## config.mk

```make
export PLATFORM = sky130hd
export DESIGN_NAME = small_filter_tdm_scheduler
export DESIGN_NICKNAME = d
export VERILOG_FILES = /design/src/rtl/small_filter_pkg.sv /design/src/rtl/small_filter_rr_arb.sv /design/src/rtl/small_filter_tdm_scheduler.sv
export SDC_FILE = /design/constraint.sdc
export NUM_CORES = 1
export LEC_CHECK = 0
export ABC_AREA = 1
export BUFFER_PORTS_ARGS = -buffer_cell sky130_fd_sc_hd__buf_2
export CAP_MARGIN = 15
export CORE_ASPECT_RATIO = 0.5
export CORE_MARGIN = 3
export CORE_UTILIZATION = 55
export CTS_CLUSTER_DIAMETER = 30
export DETAILED_ROUTE_END_ITERATION = 10
export MAX_ROUTING_LAYER = met4
export PLACE_DENSITY_LB_ADDON = 0.08
export SETUP_SLACK_MARGIN = 0.2
export SLEW_MARGIN = 30
export SYNTH_ARGS = -nofsm -noshare
export SYNTH_HDL_FRONTEND = slang
export SYNTH_SLANG_ARGS = --single-unit
```

## constraint.sdc

```tcl
create_clock -name clk -period 12.65 [get_ports clk]
set_clock_uncertainty 0.05 [all_clocks]
set_input_delay 3.795 -clock clk [delete_from_list [all_inputs] [get_ports clk]]
set_output_delay 3.795 -clock clk [all_outputs]
set_load 0.02 [all_outputs]
```

## src/rtl/small_filter_pkg.sv

```systemverilog
// Shared types and arithmetic helpers for the time-multiplexed state-variable filter.
package small_filter_pkg;

    typedef enum logic [1:0] {
        MODE_LP = 2'd0,
        MODE_HP = 2'd1,
        MODE_BP = 2'd2,
        MODE_BS = 2'd3
    } mode_e;

    typedef enum logic [1:0] {
        ST_IDLE = 2'd0,
        ST_CALC = 2'd1,
        ST_OUT  = 2'd2
    } state_e;

    localparam int DEF_WIDTH    = 16;
    localparam int DEF_K0_SHIFT = 6;
    localparam int DEF_K1_SHIFT = 6;
    localparam int DEF_BP_ACC_W = DEF_WIDTH + DEF_K0_SHIFT;
    localparam int DEF_LP_ACC_W = DEF_WIDTH + DEF_K1_SHIFT;

    // All datapath math is done in 32-bit signed and then fitted to w bits.
    function automatic logic signed [31:0] sat(input logic signed [31:0] v, input int w);
        logic signed [31:0] hi;
        logic signed [31:0] lo;
        hi = (32'sd1 <<< (w - 1)) - 32'sd1;
        lo = -hi - 32'sd1;
        if (v > hi)      return hi;
        else if (v < lo) return lo;
        else             return v;
    endfunction

    function automatic logic signed [31:0] wrap(input logic signed [31:0] v, input int w);
        logic signed [31:0] t;
        t = v <<< (32 - w);
        return t >>> (32 - w);
    endfunction

    function automatic logic signed [31:0] fit(input logic signed [31:0] v, input int w,
                                               input bit clamp);
        return clamp ? sat(v, w) : wrap(v, w);
    endfunction

endpackage

```

## src/rtl/small_filter_rr_arb.sv

```systemverilog
// Round-robin arbiter: search starts one past the last granted channel.
module small_filter_rr_arb #(
    parameter int NUM_CH = 4
) (
    input  logic                      clk,
    input  logic                      rst_n,
    input  logic [NUM_CH-1:0]         req_i,
    input  logic                      advance_i,
    output logic [NUM_CH-1:0]         grant_o,
    output logic [$clog2(NUM_CH)-1:0] grant_idx_o
);
    localparam int IDX_W = $clog2(NUM_CH);

    logic [IDX_W-1:0] ptr_q;
    logic [IDX_W-1:0] idx;
    logic             found;

    // NOTE: every variable gets a default before the loop so no latch is inferred.
    always_comb begin
        grant_o     = '0;
        grant_idx_o = '0;
        found       = 1'b0;
        idx         = '0;
        for (int i = 0; i < NUM_CH; i++) begin
            idx = ptr_q + IDX_W'(i);
            if (!found && req_i[idx]) begin
                found        = 1'b1;
                grant_o[idx] = 1'b1;
                grant_idx_o  = idx;
            end
        end
    end

    // NOTE: sequential state uses non-blocking assignments only.
    always_ff @(posedge clk or negedge rst_n) begin
        if (!rst_n) begin
            ptr_q <= '0;
        end else if (advance_i && found) begin
            ptr_q <= grant_idx_o + IDX_W'(1);
        end
    end

endmodule

```

## src/rtl/small_filter_tdm_scheduler.sv

```systemverilog
// One state-variable filter datapath shared across NUM_CH channels with a
// per-channel accumulator register file and an IDLE/CALC/OUT sequencer.
module small_filter_tdm_scheduler
    import small_filter_pkg::*;
#(
    parameter int NUM_CH   = 4,
    parameter int WIDTH    = DEF_WIDTH,
    parameter int K0_SHIFT = DEF_K0_SHIFT,
    parameter int K1_SHIFT = DEF_K1_SHIFT,
    parameter int CLAMP    = 1
) (
    input  logic                      clk,
    input  logic                      rstN,
    input  logic [NUM_CH-1:0]         inValid,
    input  logic [NUM_CH*WIDTH-1:0]   inData,
    output logic [NUM_CH-1:0]         inReady,
    input  logic [NUM_CH-1:0]         clrCh,
    input  logic                      cfgWe,
    input  logic [$clog2(NUM_CH)-1:0] cfgCh,
    input  logic [1:0]                cfgMode,
    output logic                      outValid,
    input  logic                      outReady,
    output logic [WIDTH-1:0]          outData,
    output logic [$clog2(NUM_CH)-1:0] outCh
);
    localparam int IDX_W    = $clog2(NUM_CH);
    localparam int BPW      = WIDTH + K0_SHIFT;
    localparam int LPW      = WIDTH + K1_SHIFT;
    localparam bit CLAMP_EN = (CLAMP != 0);

    state_e                   state_q;
    logic signed [WIDTH-1:0]  x_q;
    logic [IDX_W-1:0]         ch_q;
    mode_e                    mode_cur_q;
    logic                     out_valid_q;
    logic [WIDTH-1:0]         out_data_q;
    logic [IDX_W-1:0]         out_ch_q;

    logic signed [BPW-1:0]    bp_acc_q [NUM_CH];
    logic signed [LPW-1:0]    lp_acc_q [NUM_CH];
    mode_e                    mode_q   [NUM_CH];

    logic [NUM_CH-1:0]        grant;
    logic [IDX_W-1:0]         grant_idx;

    small_filter_rr_arb #(.NUM_CH(NUM_CH)) u_arb (
        .clk         (clk),
        .rst_n       (rstN),
        .req_i       (inValid),
        .advance_i   (state_q == ST_IDLE),
        .grant_o     (grant),
        .grant_idx_o (grant_idx)
    );

    // Grants only in IDLE; gated by reset so inReady is low while rstN is asserted.
    assign inReady  = (state_q == ST_IDLE && rstN) ? grant : '0;
    assign outValid = out_valid_q;
    assign outData  = out_data_q;
    assign outCh    = out_ch_q;

    logic signed [31:0] x_s, bpa, lpa, bp, lp, hp, bpa_n, lpa_n, bp_o, lp_o, bs, res;

    always_comb begin
        x_s   = 32'(x_q);
        bpa   = 32'(bp_acc_q[ch_q]);
        lpa   = 32'(lp_acc_q[ch_q]);
        bp    = bpa >>> K0_SHIFT;
        lp    = lpa >>> K1_SHIFT;
        hp    = fit(x_s - lp - bp, WIDTH, CLAMP_EN);
        bpa_n = fit(bpa + hp, BPW, CLAMP_EN);
        lpa_n = fit(lpa + (bpa_n >>> K0_SHIFT), LPW, CLAMP_EN);
        bp_o  = bpa_n >>> K0_SHIFT;
        lp_o  = lpa_n >>> K1_SHIFT;
        bs    = sat(x_s - bp_o, WIDTH);
        unique case (mode_cur_q)
            MODE_LP: res = lp_o;
            MODE_HP: res = hp;
            MODE_BP: res = bp_o;
            default: res = bs;
        endcase
    end

    always_ff @(posedge clk or negedge rstN) begin
        if (!rstN) begin
            state_q     <= ST_IDLE;
            x_q         <= '0;
            ch_q        <= '0;
            mode_cur_q  <= MODE_LP;
            out_valid_q <= 1'b0;
            out_data_q  <= '0;
            out_ch_q    <= '0;
        end else begin
            unique case (state_q)
                ST_IDLE: if (|inValid) begin
                    x_q        <= inData[grant_idx*WIDTH +: WIDTH];
                    ch_q       <= grant_idx;
                    // A mode write landing on the grant edge applies to this sample.
                    mode_cur_q <= (cfgWe && cfgCh == grant_idx) ? mode_e'(cfgMode)
                                                                : mode_q[grant_idx];
                    state_q    <= ST_CALC;
                end
                ST_CALC: begin
                    out_data_q  <= WIDTH'(res);
                    out_ch_q    <= ch_q;
                    out_valid_q <= 1'b1;
                    state_q     <= ST_OUT;
                end
                ST_OUT: if (outReady) begin
                    out_valid_q <= 1'b0;
                    state_q     <= ST_IDLE;
                end
                default: state_q <= ST_IDLE;
            endcase
        end
    end

    // NOTE: the register file is reset explicitly because zero state is architectural.
    always_ff @(posedge clk or negedge rstN) begin
        if (!rstN) begin
            for (int c = 0; c < NUM_CH; c++) begin
                bp_acc_q[c] <= '0;
                lp_acc_q[c] <= '0;
                mode_q[c]   <= MODE_LP;
            end
        end else begin
            for (int c = 0; c < NUM_CH; c++) begin
                if (clrCh[c]) begin
                    bp_acc_q[c] <= '0;
                    lp_acc_q[c] <= '0;
                end else if (state_q == ST_CALC && ch_q == IDX_W'(c)) begin
                    bp_acc_q[c] <= BPW'(bpa_n);
                    lp_acc_q[c] <= LPW'(lpa_n);
                end
            end
            if (cfgWe) mode_q[cfgCh] <= mode_e'(cfgMode);
        end
    end

endmodule
```

# == Word level (Yosys, flattened, before mapping) ==
# Cells that the tools add are included.
# word_totals
out_inout_bits,23
inputBits,80
regBits,227
wordCells,168
# classes
muxes,72
order_cmp,20
eq_ne,10
addsub,9
reduce_logical,30
bitwise,6
shift,1
# ops
operator,count
$mux W22,22
$mux W32,4
$bmux W22 S2,2
$shiftx A64 B7 Y16,1
$pmux W16 S3,1
$add A22 B32 Y32,1
$gt A32 B22 Y1 const B,1
$lt A32 B22 Y1 const B,1
$mux W16,2
$add A22 B26 Y27,1
$gt A27 B16 Y1 const B,1
$gt A27 B22 Y1 const B,1
$lt A27 B16 Y1 const B,1
$lt A27 B22 Y1 const B,1
$sub A16 B26 Y27,1
$mux W2,10
$mux W4,5
$gt A18 B16 Y1 const B,1
$lt A18 B16 Y1 const B,1
$sub A17 B16 Y18,1
$sub A16 B16 Y17,1
$logic_and A1 B1 Y1,15
$mux W1,13
$lt A2 B3 Y1 const B,4
23 further kinds,56

# == Logic depth before layout (Yosys ltp) ==
# Gate-level depths: netlist of the first run.
# depth
depth_word,19
mapped_depth,77
ltp_nobuf,72

# == Cells and area by module ==
# From an unflattened synthesis of the first run, not the netlist that was laid out.
# hier_totals
cells_unflattened,2263
hier_area_um2,16752.3
# modules_own_cells
mod,area_each_um2,seq_area_each_um2,cells_each,n_inst
small_filter_tdm_scheduler,16086.7,5630.4,2165,1
small_filter_rr_arb,665.6,50.0,98,1

# == Least setup slack after synthesis of the first run ==
# Ideal clock, no wire load.
# synth_path
path_type,register -> register
from,reg ch_q[0]
to,reg out_data_q[2] (netlist: outData[2])
arrival_time_ns,9.250
synth_period_minus_slack_ns,9.417
slack_ns,3.233
path_stages_with_launch,63
setup_time_ns,0.118
path_buffers,3
t_required_ns,12.482
cell_sequence,dfrtp_1 nor2_1 inv_1 clkbuf_1 o22ai_1 a21oi_1 o21a_1 fa_1 inv_1 ha_1 nor2_1 fa_1 inv_1 nand3_1 nand2_1 nand2_1 nand2_1 a21oi_1 [... 27 more ...] ha_1 fa_1 nand3b_1 nand2_1 a21oi_1 o21ai_0 nand3_1 nand2_1 a21boi_0 o21ai_0 xnor2_1 nand3_1 nor3_1 nand3_1 a21oi_1 o21ai_0 nand3_1 nand2_1
# synth_via
elab_chain_cells,18
elab_cells_between_ends,29
cone_classes,5 x add/sub; 8 x order compare; 15 x mux; 1 x bitwise
# synth_rtl
element,line,rtl
start: declaration,small_filter_tdm_scheduler.sv:33,logic [IDX_W-1:0] ch_q;
start signal: assignment,small_filter_tdm_scheduler.sv:96,ch_q <= grant_idx;
$not A2 Y3 (not written as such) *,"small_filter_tdm_scheduler.sv:65, small_filter_tdm_scheduler.sv:66",
$bmux W22 S2,small_filter_tdm_scheduler.sv:66,lpa = 32'(lp_acc_q[ch_q]);
$mux W22 (not written as such) (2 in series),small_filter_tdm_scheduler.sv:66,
$sub A16 B16 Y17,small_filter_tdm_scheduler.sv:69,"hp = fit(x_s - lp - bp, WIDTH, CLAMP_EN);"
$sub A17 B16 Y18,small_filter_tdm_scheduler.sv:69,
$lt A18 B16 Y1,small_filter_pkg.sv:30,else if (v < lo) return lo;
$mux W32,small_filter_pkg.sv:30,
$mux W32,small_filter_pkg.sv:29,if (v > hi) return hi;
$add A22 B32 Y32,small_filter_tdm_scheduler.sv:70,"bpa_n = fit(bpa + hp, BPW, CLAMP_EN);"
$lt A32 B22 Y1,small_filter_pkg.sv:30,
$mux W32,small_filter_pkg.sv:30,
$mux W32,small_filter_pkg.sv:29,
$sub A16 B26 Y27 / $add A22 B26 Y27 (equally long branches),"small_filter_tdm_scheduler.sv:74, small_filter_tdm_scheduler.sv:71",
$lt A27 B16 Y1 / $lt A27 B22 Y1 (equally long branches),small_filter_pkg.sv:30,
$mux W16 / $mux W22 (equally long branches),small_filter_pkg.sv:30,
$mux W16 / $mux W22 (equally long branches),small_filter_pkg.sv:29,
$pmux W16 S3 *,small_filter_tdm_scheduler.sv:75,unique case (mode_cur_q)
end signal: assignment,small_filter_tdm_scheduler.sv:103,out_data_q <= WIDTH'(res);
end: declaration,small_filter_tdm_scheduler.sv:36,logic [WIDTH-1:0] out_data_q;
# Mark *: on every way between the ends. The rest lies on a longest branch, timed or not. The select of a mux whose other input is x is not followed.
# A chain may end at the register's enable or synchronous reset.

# == Worst setup path in the final report of the first run ==
# layout_path
from,reg ch_q[0]
to,reg out_data_q[3] (netlist: outData[3])
# Same word-level chain as after synthesis.

==> results of run 1 <==
## cells by family after synthesis
group,after synthesis,share of synthesized area [%]
DFF,227,34.5
buffers and inverters,403,9.47
AOI/OAI and AO/OA,589,20.7
and+or+nand+nor,825,22.1
adders and majority gates,120,9.98
xor gates and xnor gates,62,3.30
## path summary, 6_finish.rpt
kind | to | startpoint | slack [ns]
max | outData[3] | ch_q[0] | 1.36
min | outData[12] | outData[12] | 0.43
max reg2reg | outData[3] | ch_q[0] | 1.36
min reg2reg | outData[12] | outData[12] | 0.43
max in group asynchronous | bp_acc_q[0] | rstN | 7.97
min in group asynchronous | lp_acc_q[47] | rstN | 3.20
## registers in the layout, summed over array words and instances, names as in the netlist
| name | count |
|---|---|
| mode_q | 8 |
| lp_acc_q | 88 |
| u_arb.ptr_q | 2 |
| ch_q | 2 |
| outCh | 2 |
| mode_cur_q | 2 |
| state_q | 2 |
| bp_acc_q | 88 |
| outValid | 1 |
| x_q | 16 |
| outData | 16 |
## worst reg2reg max path: cells and delay by family (launching register included)
kind | cells | cell delay (ns)
buf+inv | 7 | 1.43
fa+ha+maj | 6 | 2.49
xor+xnor | 1 | 0.21
compound gates | 18 | 3.99
flops | 1 | 0.38
simple gates | 24 | 2.62
## synth_stat cells, types with 3 or more instances
| cell type | count | area share, % |
|---|---|---|
| a21o_1 | 4 | 0.18 |
| a21oi_1 | 145 | 4.4 |
| a221oi_1 | 7 | 0.37 |
| a22oi_1 | 17 | 0.77 |
| a31oi_1 | 22 | 0.84 |
| buf_1 | 7 | 0.16 |
| buf_2 | 5 | 0.15 |
| clkbuf_1 | 64 | 1.5 |
| clkinv_1 | 3 | 0.068 |
| dfrtp_1 | 227 | 34 |
| fa_1 | 19 | 2.3 |
| ha_1 | 101 | 7.7 |
| inv_1 | 313 | 7.1 |
| inv_2 | 6 | 0.14 |
| nand2_1 | 452 | 10 |
| nand2_2 | 36 | 1.4 |
| nand2_4 | 18 | 1.2 |
| nand3_1 | 120 | 3.6 |
| nand4_1 | 8 | 0.30 |
| nor2_1 | 144 | 3.3 |
| nor2_2 | 3 | 0.11 |
| nor2_4 | 3 | 0.21 |
| nor3_1 | 10 | 0.30 |
| nor4_1 | 6 | 0.23 |
| o2111ai_1 | 4 | 0.21 |
| o211ai_1 | 19 | 0.87 |
| o21a_1 | 32 | 1.5 |
| o21ai_0 | 200 | 6.1 |
| o21ai_1 | 7 | 0.21 |
| o21bai_1 | 9 | 0.41 |
| o221ai_1 | 10 | 0.53 |
| o22ai_1 | 104 | 3.9 |
| or2_2 | 18 | 0.68 |
| xnor2_1 | 22 | 1.2 |
| xor2_1 | 40 | 2.1 |
## timing repair
action                                  4_1_cts  5_1_grt
endpoints found under the hold margin         0        0
gates resized for setup                       0       12
endpoints found under the setup margin        0      100
## metal layers
layer / routed length (um) / global-route usage, %
met5: 0 / -
met4: 1030 / 7.74
met3: 8920 / 15.8
met2: 23000 / 50.7
met1: 26400 / 53.7
## through the flow
| stage | worst slack [ns] | hold WS (ns) | instance area, um^2 |
|---|---|---|---|
| floorplan | 3.23 | 0.398 | 16500 |
| global placement | 0.699 | 0.411 | 17400 |
| detailed placement | 0.538 | 0.415 | 17400 |
| CTS | 0.422 | 0.433 | 18700 |
| global route | 0.269 | 0.451 | 18800 |
| finish | 1.36 | 0.428 | 18800 |
## final cells by class
cell class	instances	area share (%)
Timing Repair Buffer	135	4.16
Multi-Input combinational cell	1596	49.4
Clock inverter	25	1.54
Inverter	322	6.44
Sequential cell	227	30.3
Tap cell	391	2.61
Clock buffer	45	5.59
==> impl_metrics.yaml, run 1 <==
drt:
  wire_per_inst_um: 21.7
  drt_pass1_iterations: 7
  drtAntennaViolNets: 0
  drtIter0Drc: 1949
  wl_mm: 59.4
  vias: 16338
  avgViaCountPerCell: 5.96
  route.detailed.drc: 0
placement:
  portBuffers: 102
  dp_hpwl_mm: 43.4
  placed_cells: 2671
  place_congestion: 1.03
sta:
  setup_viol: 0
  fmax_mhz: 88.5
  drv_slew: 0
  tightest_slew_ns: 0.986
  hold_viol: 0
  fin_setup_tns_ns: 0
  finalCriticalPeriod_ns: 11.29
  slew_headroom_pct: 34.3
  min_period_over_period_pct: 89.3
  rsz0062_at_grt: "no"
cells_and_area:
  layout.area.seq_mm2: 0.00568
  diodes: 0
  syn_to_final_growth_pct: 13.9
  finalNonFillerCells: 2741
  layout-drive-gt1-share_pct: 12.9
  nets: 2520
  multi_input_area_mm2: 0.00927
  fillers: 2666
  final_common_cell: "nand2_1"
  final_core_util_pct: 64.2
  final_cell_mix: "nand2_1 (451), inv_1 (310), dfrtp_1 (227)"
die:
  io_pins: 103
  start_util_pct: 56.4
  die_y_um: 128
  dieArea_mm2: 0.0322
  rows: 44
  die_w_um: 251
  core_area_mm2: 0.0292
global_routing:
  gr-usage-all-layers_pct: 38.1
  antenna_found_initial: 2
  grt_pass1_wl_mm: 90.1
  grt_max_degree: 147
  grt_pass1_vias: 15342
  grt_overflow: 0
setup_path:
  crit_arrival_ns: 11.67
  cp_slowest_cell: "o21ai_0"
  cpLargestDelayFamily: "compound AO/OA/AOI/OAI gates"
  path_depth: 56
  end_kind: "register"
  cp_max_fo: 17
  cpPeakStageDelay_ns: 0.74
  cp_num_buf_inv: 7
  rr_worst_depth: 56
  start_kind: "register"
  worst-setup-path-type: "register to register"
  cp.required_ns: 13.03
  cpMostUsedCell: "nand2_1"
synth:
  synthCells: 2226
  yosysSeqAreaShare_pct: 34.5
  syn-cell-area_mm2: 0.0165
  synth_cell_types: 49
  synthFlopType: "dfrtp_1"
  syn_nets: 2426
  synth-seq-cells: 227
  synth-edff-count: 0
  yosysWarnings: 0
  syn_avg_cell_area_um2: 7.40
  synthArstFlopShare_pct: 100
clock_network:
  cts_tree: "built"
  cts-root-buf: "clkbuf_16"
  clk_pin_slew_ns: 0.06
  clock-sinks: 227
  holdBufCountCts: 0
  clock_path_buffers: 3
  post_cts_buffers: 0
  htreeDepth: 2
  cts_made_buffers: 38
  clk_latency_ns: 0.55
flow_run:
  maxCapViolCount: 0
outcome:
  outcome: "complete, no violations"
hold_path:
  hold_depth: 2
  min_path_type: "register to register"
Power of run 1 is not shown: default switching activity piles up to over one toggle a cycle in this logic, so the estimate is an artifact.
==> inputs of run 2 (changes only) <==
--- a/config.mk
+++ b/config.mk
@@ -13,8 +13,8 @@
 export CORE_UTILIZATION = 55
 export CTS_CLUSTER_DIAMETER = 30
 export DETAILED_ROUTE_END_ITERATION = 10
-export MAX_ROUTING_LAYER = met4
 export PLACE_DENSITY_LB_ADDON = 0.08
+export RECOVER_POWER = 100
 export SETUP_SLACK_MARGIN = 0.2
 export SLEW_MARGIN = 30
 export SYNTH_ARGS = -nofsm -noshare
==> run 2 against run 1 <==
Compared with the run above:
- the flow now finishes with violations (max-capacitance violations, max-slew violations)
- global-route usage decreased by 1.7 points
- register-to-register slack lost 0.22 ns
- non-clock buffer count rose by 4
- sequential share of layout area is 0.18 points higher
- cell area shrank 0.60%
- core utilization shrank 0.39 points
- first-iteration DRC count is 8.1% lower
- critical path depth rose by 9
- final cell count is 0.18% higher
- worst setup slack got worse by 0.22 ns
- wire length fell by 0.60%
- largest cell class unchanged
- highest routed layer is now met5
==> impl_metrics.yaml, run 2 (synthesis results as in run 1) <==
cells_and_area:
  final_cell_mix: "nand2_1 (474), inv_1 (309), dfrtp_1 (227)"
  nets: 2525
  final_common_cell: "nand2_1"
  reg.largest.list: "bp_acc_q (88), lp_acc_q (88)"
  syn_to_final_growth_pct: 13.2
  diodes: 0
  layout-drive-gt1-share_pct: 10.5
  fillers: 2691
  layout.area.seq_mm2: 0.00568
  multi_input_area_mm2: 0.00915
global_routing:
  grt_pass1_wl_mm: 89.0
  grt_overflow: 0
  antenna_found_initial: 2
  grt_pass1_vias: 15053
  grt_max_degree: 66
  gr-usage-all-layers_pct: 36.4
setup_path:
  cpLargestDelayFamily: "simple AND/OR/NAND/NOR gates"
  cp.required_ns: 13.08
  ff2ff_setup_slack_ns: 1.14
  cp_slowest_cell: "fa_1"
  worst-setup-path-type: "register to register"
  cp_num_buf_inv: 8
  cpPeakStageDelay_ns: 0.52
  cp_max_fo: 21
  crit_arrival_ns: 11.94
  cpMostUsedCell: "nand2_1"
  end_kind: "register"
  start_kind: "register"
clock_network:
  htreeDepth: 2
  clk_pin_slew_ns: 0.05
  holdBufCountCts: 0
  cts_made_buffers: 39
  cts-root-buf: "clkbuf_16"
  clock-sinks: 227
  clock_path_buffers: 3
  cts_tree: "built"
  clk_latency_ns: 0.55
sta:
  fin_setup_tns_ns: 0
  min_period_over_period_pct: 91.0
  hold_viol: 0
  tightest_slew_ns: 3.68
  setup_viol: 0
  finalCriticalPeriod_ns: 11.51
  drv_slew: 258
  rsz0062_at_grt: "no"
  slew_headroom_pct: -145
  fmax_mhz: 86.9
drt:
  drt_pass1_iterations: 7
  avgViaCountPerCell: 5.97
  drtIter0Drc: 1791
  drtAntennaViolNets: 0
  wire_per_inst_um: 21.5
  vias: 16403
  route.detailed.drc: 0
  wl_mm: 59.0
die:
  die_w_um: 251
  start_util_pct: 56.4
  rows: 44
  dieArea_mm2: 0.0322
  die_y_um: 128
  core_area_mm2: 0.0292
  io_pins: 103
placement:
  portBuffers: 102
  place_congestion: 1.01
  dp_hpwl_mm: 43.5
hold_path:
  min_path_type: "register to register"
outcome:
  outcome: "finished, violations left"
  violations: "max-capacitance violations, max-slew violations"
flow_run:
  maxCapViolCount: 5
run 2: changes by cell type in the layout (fill, tap and decap cells not counted), moves of 3 or more:
cell and delta:
nand2_4 -10, clkbuf_1 +38, clkinv_4 +3, bufinv_16 +3
nand2_2 -13, nand2_1 +23, buf_4 -3, buf_2 -25
o21ai_1 -3, inv_6 -6
run 2: layout make-up:
| type | instances | share of cell area (%) |
|---|---|---|
| Sequential cell | 227 | 30.5 |
| Timing Repair Buffer | 139 | 3.89 |
| Multi-Input combinational cell | 1596 | 49.1 |
| Clock buffer | 48 | 5.63 |
| Inverter | 322 | 6.51 |
| Tap cell | 391 | 2.62 |
| Clock inverter | 23 | 1.82 |
run 2: per-stage QoR:
step	hold WS, ns	area [um^2]	worst slack [ns]	utilization, %	cells
6_report	0.435	18700	1.14	63.8	2746
5_1_grt	0.448	18700	0.161	63.8	2746
4_1_cts	0.431	18800	0.915	64.3	2743
3_5_place_dp	0.418	17400	0.971	59.5	2672
3_3_place_gp	0.411	17400	1.06	59.5	2672
2_1_floorplan	0.398	16500	3.23	-	2226
run 2: worst register-to-register path, delay by kind of cell, from the launching register on:
family	cells	cell delay [ns]
AND/OR/NAND/NOR	37	3.97
adder cells (fa/ha/maj)	6	2.53
AO/OA/AOI/OAI	14	2.96
flip-flops	1	0.39
buffers and inverters	8	1.50
run 2: worst paths after layout:
check / from / endpoint / cells past startpoint
max in group asynchronous: rstN / outData[6] / 2
min: outData[12] / outData[12] / 2
min reg2reg: outData[12] / outData[12] / 2
max: ch_q[0] / outData[1] / 65
min in group asynchronous: rstN / bp_acc_q[23] / 1
max reg2reg: ch_q[0] / outData[1] / 65
run 2: timing repair:
action	4_1_cts	5_1_grt
resized for setup	0	17
endpoints found under the setup margin	0	100
buffers inserted	0	3
endpoints found under the hold margin	0	0
run 2: metal layers:
layer	vias up	part of all wire, %	GRT usage, %
li1	7626	-	-
met1	7778	45	54.0
met4	2	1.7	7.67
met3	80	15	14.4
met2	917	39	49.8
met5	-	0.012	0
Power of run 2 is left out for the same reason.
==> inputs of run 3 (changes only) <==
--- a/config.mk
+++ b/config.mk
@@ -8,7 +8,7 @@
 export ABC_AREA = 1
 export BUFFER_PORTS_ARGS = -buffer_cell sky130_fd_sc_hd__buf_2
 export CAP_MARGIN = 15
-export CORE_ASPECT_RATIO = 0.5
+export CORE_ASPECT_RATIO = 1.1
 export CORE_MARGIN = 3
 export CORE_UTILIZATION = 55
 export CTS_CLUSTER_DIAMETER = 30
==> constraint.sdc (replaced) <==
create_clock -name clk -period 12.2 [get_ports clk]
set_clock_uncertainty 0.05 [all_clocks]
set_input_delay 3.66 -clock clk [delete_from_list [all_inputs] [get_ports clk]]
set_output_delay 3.66 -clock clk [all_outputs]
set_load 0.02 [all_outputs]
==> run 3 against run 2 <==
Compared with the run above:
- sequential cell count stayed put
- wire length is 7.1% lower
- sequential share of layout area is 0.86 points lower
- first-iteration DRC count is 14% lower
- final cell count is 0.11% higher
- count of clock-buffer cells in the layout is 16 higher
- via count is 0.60% lower
- die area is 0.38% lower
- the flow still finishes with violations (max-capacitance violations, max-slew violations)
- fmax is 3.2% higher
==> impl_metrics.yaml, run 3 (synthesis results as in run 1) <==
global_routing:
  gr-usage-all-layers_pct: 33.9
  antenna_found_initial: 0
  grt_pass1_vias: 16021
  grt_max_degree: 108
  grt_pass1_wl_mm: 86.1
  grt_overflow: 0
sta:
  rsz0062_at_grt: "no"
  min_period_over_period_pct: 91.4
  slew_headroom_pct: -167
  hold_viol: 0
  setup_viol: 0
  fin_setup_tns_ns: 0
  drv_slew: 125
  fmax_mhz: 89.6
  finalCriticalPeriod_ns: 11.16
  tightest_slew_ns: 4.01
clock_network:
  clock_path_buffers: 3
  cts-root-buf: "clkbuf_16"
  clk_latency_ns: 0.57
  cts_made_buffers: 53
  cts_tree: "built"
  clk_pin_slew_ns: 0.05
  holdBufCountCts: 0
  htreeDepth: 2
  clock-sinks: 227
die:
  io_pins: 103
  rows: 65
  die_w_um: 171
  core_area_mm2: 0.0291
  start_util_pct: 56.6
  dieArea_mm2: 0.0321
  die_y_um: 188
drt:
  drtAntennaViolNets: 0
  drtIter0Drc: 1534
  vias: 16305
  avgViaCountPerCell: 5.93
  wire_per_inst_um: 19.9
  route.detailed.drc: 0
  wl_mm: 54.8
  drt_pass1_iterations: 8
cells_and_area:
  reg.largest.list: "bp_acc_q (88), lp_acc_q (88)"
  final_cell_mix: "nand2_1 (465), inv_1 (311), dfrtp_1 (227)"
  layout-drive-gt1-share_pct: 11.8
  final_core_util_pct: 65.9
  nets: 2538
  syn_to_final_growth_pct: 16.5
  fillers: 2589
  final_common_cell: "nand2_1"
  diodes: 0
hold_path:
  min_path_type: "register to register"
setup_path:
  cpPeakStageDelay_ns: 0.55
  cp_max_fo: 33
  end_kind: "register"
  cpMostUsedCell: "nand2_1"
  start_kind: "register"
  worst-setup-path-type: "register to register"
  crit_arrival_ns: 11.55
  cp_slowest_cell: "o21ai_0"
  cp.required_ns: 12.60
placement:
  place_congestion: 0.961
  dp_hpwl_mm: 40.4
  portBuffers: 102
outcome:
  violations: "max-capacitance violations, max-slew violations"
  outcome: "finished, violations left"
flow_run:
  maxCapViolCount: 2
-- run 3: changes by cell type in the layout (fill, tap and decap cells not counted), sizes merged --
cell and change:
inv +6, bufinv +1, clkinv +5, clkinvlp -1
clkbuf +17, buf -2
-- run 3: repair_timing --
| item | CTS | global route |
|---|---|---|
| setup buffers | 0 | 3 |
| resized for setup | 0 | 14 |
| setup endpoints to repair | 0 | 100 |
-- run 3: critical path: cells and delay by family, from the launching register on --
kind | cells | cell delay (ns)
flip-flops | 1 | 0.40
adder cells (fa/ha/maj) | 6 | 2.46
AND/OR/NAND/NOR | 38 | 3.84
buffers and inverters | 7 | 1.19
AO/OA/AOI/OAI | 14 | 3.05
-- run 3: worst paths after layout --
path	slack [ns]	start	depth (start not counted)	end
worst max-delay path	1.04	ch_q[0]	65	outData[13]
worst min-delay path	0.43	outData[13]	2	outData[13]
worst max register to register	1.04	ch_q[0]	65	outData[13]
worst min register to register	0.43	outData[13]	2	outData[13]
max in group asynchronous	4.67	rstN	2	outData[0]
min in group asynchronous	3.11	rstN	1	lp_acc_q[68]
-- run 3: per-layer routing --
layer / GRT usage [%] / vias up / part of all wire, %
li1: - / 7673 / -
met1: 46.1 / 7776 / 42
met3: 5.17 / 139 / 8.4
met2: 55.0 / 717 / 46
met4: 11.8 / 0 / 3.4
met5: 0 / - / 0
-- run 3: cell type report --
| class | count | area (um^2) | area share, % |
|---|---|---|---|
| multi-input combinational | 1596 | 9210 | 48.0 |
| inverter | 322 | 1210 | 6.32 |
| clock inverter | 34 | 420 | 2.19 |
| timing repair buffer | 138 | 752 | 3.92 |
| tap | 368 | 460 | 2.40 |
| clock buffer | 64 | 1460 | 7.60 |
| sequential | 227 | 5680 | 29.6 |
-- run 3: through the flow --
step                      instances  area, um^2  hold WS, ns  worst slack [ns]
after CTS                      2746       19300        0.428             0.612
final                          2749       19200        0.427              1.04
after global routing           2749       19200        0.458             0.123
after floorplan                2226       16500        0.398              2.78
after detailed placement       2648       17400        0.414             0.662
after global placement         2648       17400        0.415             0.840
Power of run 3 is left out for the same reason.
